[src/rtl/adder_sum_accumulator.sv]
// rtl/adder_sum_accumulator.sv - saturating batch accumulator of 9-bit adder results
module adder_sum_accumulator #(
    parameter int BATCH = 4,
    parameter int ACC_W = 12
) (
    input  logic             clk,
    input  logic             rst,
    input  logic             clear,
    input  logic [7:0]       in_sum,
    input  logic             in_carry,
    input  logic             in_valid,
    output logic             in_ready,
    output logic [ACC_W-1:0] out_sum,
    output logic             out_ovf,
    output logic             out_valid,
    input  logic             out_ready,
    output logic             busy
);
    localparam int CNT_W = $clog2(BATCH) + 1;
    localparam logic [CNT_W-1:0] LAST_CNT = CNT_W'(BATCH - 1);

    typedef enum logic {
        ST_ACCUM,
        ST_HOLD
    } state_t;

    state_t           state_q, state_d;
    logic [ACC_W-1:0] acc_q, acc_d;
    logic [CNT_W-1:0] cnt_q, cnt_d;
    logic             ovf_q, ovf_d;
    logic [ACC_W-1:0] sum_q, sum_d;
    logic             res_ovf_q, res_ovf_d;

    logic [ACC_W:0]   sample;
    logic [ACC_W:0]   nxt;
    logic             sat;
    logic [ACC_W-1:0] acc_sat;
    logic             accept;
    logic             transfer;

    // One guard bit above the accumulator catches the carry that means saturation.
    assign sample  = {{(ACC_W - 8){1'b0}}, in_carry, in_sum};
    assign nxt     = {1'b0, acc_q} + sample;
    assign sat     = nxt[ACC_W];
    assign acc_sat = sat ? {ACC_W{1'b1}} : nxt[ACC_W-1:0];

    assign in_ready  = (state_q == ST_ACCUM);
    assign out_valid = (state_q == ST_HOLD);
    assign accept    = in_valid & in_ready;
    assign transfer  = out_valid & out_ready;
    assign busy      = (state_q == ST_HOLD) | (cnt_q != '0);
    assign out_sum   = sum_q;
    assign out_ovf   = res_ovf_q;

    always_comb begin
        state_d   = state_q;
        acc_d     = acc_q;
        cnt_d     = cnt_q;
        ovf_d     = ovf_q;
        sum_d     = sum_q;
        res_ovf_d = res_ovf_q;
        if (clear) begin
            state_d = ST_ACCUM;
            acc_d   = '0;
            cnt_d   = '0;
            ovf_d   = 1'b0;
        end else begin
            case (state_q)
                ST_ACCUM: begin
                    if (accept) begin
                        if (cnt_q == LAST_CNT) begin
                            sum_d     = acc_sat;
                            res_ovf_d = ovf_q | sat;
                            state_d   = ST_HOLD;
                            acc_d     = acc_sat;
                            ovf_d     = ovf_q | sat;
                            cnt_d     = cnt_q + 1'b1;
                        end else begin
                            acc_d = acc_sat;
                            ovf_d = ovf_q | sat;
                            cnt_d = cnt_q + 1'b1;
                        end
                    end
                end
                ST_HOLD: begin
                    if (transfer) begin
                        state_d = ST_ACCUM;
                        acc_d   = '0;
                        cnt_d   = '0;
                        ovf_d   = 1'b0;
                    end
                end
                default: state_d = ST_ACCUM;
            endcase
        end
    end

    always_ff @(posedge clk) begin
        if (rst) begin
            state_q   <= ST_ACCUM;
            acc_q     <= '0;
            cnt_q     <= '0;
            ovf_q     <= 1'b0;
            sum_q     <= '0;
            res_ovf_q <= 1'b0;
        end else begin
            state_q   <= state_d;
            acc_q     <= acc_d;
            cnt_q     <= cnt_d;
            ovf_q     <= ovf_d;
            sum_q     <= sum_d;
            res_ovf_q <= res_ovf_d;
        end
    end
endmodule

[config.mk]
export PLATFORM = sky130hd
export DESIGN_NAME = adder_sum_accumulator
export DESIGN_NICKNAME = d
export VERILOG_FILES = /design/src/rtl/adder_sum_accumulator.sv
export SDC_FILE = /design/constraint.sdc
export NUM_CORES = 1
export LEC_CHECK = 0
export CAP_MARGIN = 20
export CORE_ASPECT_RATIO = 0.5
export CORE_MARGIN = 2
export CORE_UTILIZATION = 56
export DETAILED_ROUTE_END_ITERATION = 8
export GPL_TIMING_DRIVEN = 0
export PLACE_DENSITY = 0.84
export REMOVE_ABC_BUFFERS = 1
export SLEW_MARGIN = 40
export SYNTH_ARGS = -nofsm -noshare
export SYNTH_HDL_FRONTEND = slang
export SYNTH_SLANG_ARGS = --single-unit
[constraint.sdc]
create_clock -name clk -period 3.4 [get_ports clk]
set_input_delay 0.51 -clock clk [delete_from_list [all_inputs] [get_ports clk]]
set_output_delay 0.51 -clock clk [all_outputs]
set_load 0.02 [all_outputs]
==> reports/results.txt <==
In this run the power density over the cells is 366 nW/um2. Walking the worst path, the cells encountered are clkdlybuf4s50_1 -> ha_1 -> fa_1 -> a211oi_1 -> nor3_1 -> o2111a_2 -> nor3_1 -> nor3_1. 30 I/O pins were placed. The library cell used most frequently in the layout, excluding fill and tap cells, is sky130_fd_sc_hd__dfxtp_1.

The run finished with clean final reports. The highest metal layer used by the detailed router is met4. Relative to the synthesized area, the layout overhead comes to 22.8%. On the final layout, the worst clock skew is 9.48 ps. Ranked by total cell area, the synthesized netlist is headed by sky130_fd_sc_hd__dfxtp_1, sky130_fd_sc_hd__ha_1, sky130_fd_sc_hd__nor2_1.

The maximum cell stage delay along the critical path was 440 ps. Among all stages on the critical path, the largest delay is contributed by sky130_fd_sc_hd__fa_1. Cell accounting for the most synthesized area: sky130_fd_sc_hd__dfxtp_1. In the final routed layout, each cell accounts on average for 16.0 um.

Detailed routing placed a total of 296 um of wire on met3. In the detailed route, the total length drawn on met2 is 1.92 mm. The max-cap check violation count was 0; the maximum clock frequency was 357 MHz. The number of gates given a new drive strength after cts is 0, and the maximum count of clock buffers along a single path is 2. Clock-pin slew was measured on the worst setup and hold paths at 60 ps. The total number of clock tree sinks is 30, and the area of the core is 2980 um2.

The share of synthesized area in the top cell type comes to 34.8%. From bottom edge to top edge, the die measures 43.3 um. The net count of the finished layout is 261. The first global-routing pass estimated 7.02 mm of wire.

TritonCTS built the clock tree. The floorplan step defined a die boundary enclosing 3570 um2. The Yosys step of the flow raised 0 warnings. The mux contribution to synthesized area was 0.580%. For the routability-driven placement congestion ratio, the log shows 0.883. After legalization and detailed placement, the total HPWL measured 3.11 mm. The run gives 0 as the residual antenna-violating net count after detailed routing. Dominant combinational cell family by area after synthesis: compound AO/OA/AOI/OAI gates. In the synthesized netlist the async set-or-reset flop fraction comes to 0%.

In this run the clock root is driven by a sky130_fd_sc_hd__clkbuf_8. Sequential elements use 34.8% of the synthesized area. The run gives 0 as the number of diodes added for antenna fixing. The run gives 1496 as the via count of the first global-routing pass. The netlist uses 49 different library cells. The prevailing post-synth register cell was sky130_fd_sc_hd__dfxtp_1. The routed design has 4.39 mm of wire. After Yosys synthesis, full adders, half adders and majority gates account for 9.86% of the synthesized area. The residual DRC count is 0.

Global routing finished with a remaining overflow of 0. The final total negative setup slack came out at 0 ps. At the later pin of the worst-skew pair, clock insertion delay measures 280 ps. The slew of the pin with the lowest slew margin is 884 ps, and the static power due to leakage is 0.000773 uW. VDD sags by at most 0.251 mV. After detailed routing, the wire length on met1 is 2.10 mm. The number of antenna violations at the first check in global routing came out at 0. Entering global routing, the biggest net connects 21 pins.

The simple-gate portion of the synthesized area is 22.2%, and the overall routing resource usage is 26.9%. Headroom to the max-slew limit: 40.9%. For the number of pins with negative max-slew slack in the final report, the log shows 0. The initial core utilization is 58.0%.

The critical setup path kind was primary input to register. Dividing the detail-routed via count by the number of cells gives 5.96. The H-tree was split into 2 levels. The count of buffers added on input and output ports is 29. In the layout the commonest cells are sky130_fd_sc_hd__dfxtp_1, sky130_fd_sc_hd__clkdlybuf4s50_1, sky130_fd_sc_hd__nor2_1. The fraction of final layout cells with drive strength greater than 1 works out to 9.36%. Post-CTS timing repair inserted 0 buffers for setup. The netlist area before placement was 1730 um2; the post-synthesis cell count was 206. For this design, the CTS-stage hold fixing added 0 buffers. Setup violations remaining at the end of the flow were counted as 0. A synthesized cell averages 8.38 um2. Across all setup checks in the final design, the least slack found is 602 ps. Setup repair after global routing left no endpoint under its margin. The routed layout has 1640 vias. The worst path needs 2800 ps of the cycle, external delays included.

For the pre-CTS worst setup slack, the log shows 342 ps. The worst hold path belongs to the class register to register. The count of standard-cell rows is 14, and the compound-gate portion of the synthesized area is 26.4%.

Data on the critical path arrives at its endpoint at 2940 ps. The xor-xnor portion of the synthesized cell area is 2.54%. The startpoint type of the worst setup path is a primary input.

In this design, the critical path's most frequently occurring cell is sky130_fd_sc_hd__nor3_1. Buffers inserted during clock tree synthesis total 5. The tools report the initial detailed-routing violation count as 156.

In this run, synthesis inferred 0 flip-flops with an integrated enable. After filler insertion, the fill cell instance count of the layout stands at 255. The hold violation count in the final report is 0, and the final worst-path cycle share is 82.3%. The maximum fanout encountered on the critical timing path works out to 15. The total power consumption of the routed design was 777 uW.

The register bit count reported by yosys is 30, and the number of iterations in the first detailed-routing pass is 4. From left edge to right edge, the die measures 82.5 um. The required time reported for the critical path endpoint was 3540 ps. The worst setup path is captured at a register.
synthesized netlist by cell type (all sizes together) (2+ instances only):
cell type,instances
dfxtp,30
nor2,27
a21oi,19
nand2,14
o21ai,14
ha,12
a211oi,11
nor3,10
nand3,6
buf,5
inv,5
a21o,4
o211ai,4
or2,4
a22oi,3
clkbuf,3
nand2b,3
nor2b,3
o31ai,3
xor2,3
a2111oi,2
and2,2
nor4,2
o311ai,2
or3,2
xnor2,2
cells by family (layout without fill, tap and decap cells):
family,Yosys count,after routing
xor gates and xnor gates,5,5
muxes,1,1
buffers and inverters,13,42
adders and majority gates,13,13
AOI/OAI and AO/OA,66,66
DFF,30,30
and+or+nand+nor,78,78
sequential cells by signal, summed over array words and instances, names as in the netlist:
| register | count |
|---|---|
| ovf_q | 1 |
| out_sum | 12 |
| out_ovf | 1 |
| acc_q | 12 |
| cnt_q | 3 |
| out_valid | 1 |
worst max-delay path: cells and delay by family:
kind,cells,cell delay (ps)
simple gates,3,600
buf+inv,1,400
compound gates,2,740
fa+ha+maj,2,680
final timing paths:
kind         slack [ps]    endpoint  cells after the start      start
max                 600  out_sum[3]                      8  in_sum[0]
min                 460    acc_q[5]                      2   acc_q[5]
max reg2reg         950  out_sum[3]                      7   acc_q[0]
min reg2reg         460    acc_q[5]                      2   acc_q[5]
through the flow:
step	cell area [um2]	cells	hold slack (ps)	utilization [%]
floorplan	1680	198	429	-
global placement	2020	267	441	67.9
detailed placement	2020	267	450	68.0
CTS	2120	275	463	71.1
global route	2120	275	489	71.2
finish	2120	275	459	71.2
report_power, final:
part	total [uW]	switching [uW]	internal, uW
Clock	298	135	163
Sequential	361	4.02	357
Combinational	118	68.5	49.1
routing by layer:
layer	vias up	track usage (%)
met5	-	0
met4	0	9.84
met3	11	7.66
met2	66	39.8
met1	753	37.3
li1	810	-
cell type report:
cell class	instances	area, um2	area share, %
sequential	30	601	28.3
clock buffer	7	86.3	4.07
multi-input combinational	163	1070	50.4
timing repair buffer	29	290	13.7
tap	40	50.0	2.36
clock inverter	1	5.00	0.236
inverter	5	18.8	0.885
Power figures use the tool's default switching activity.
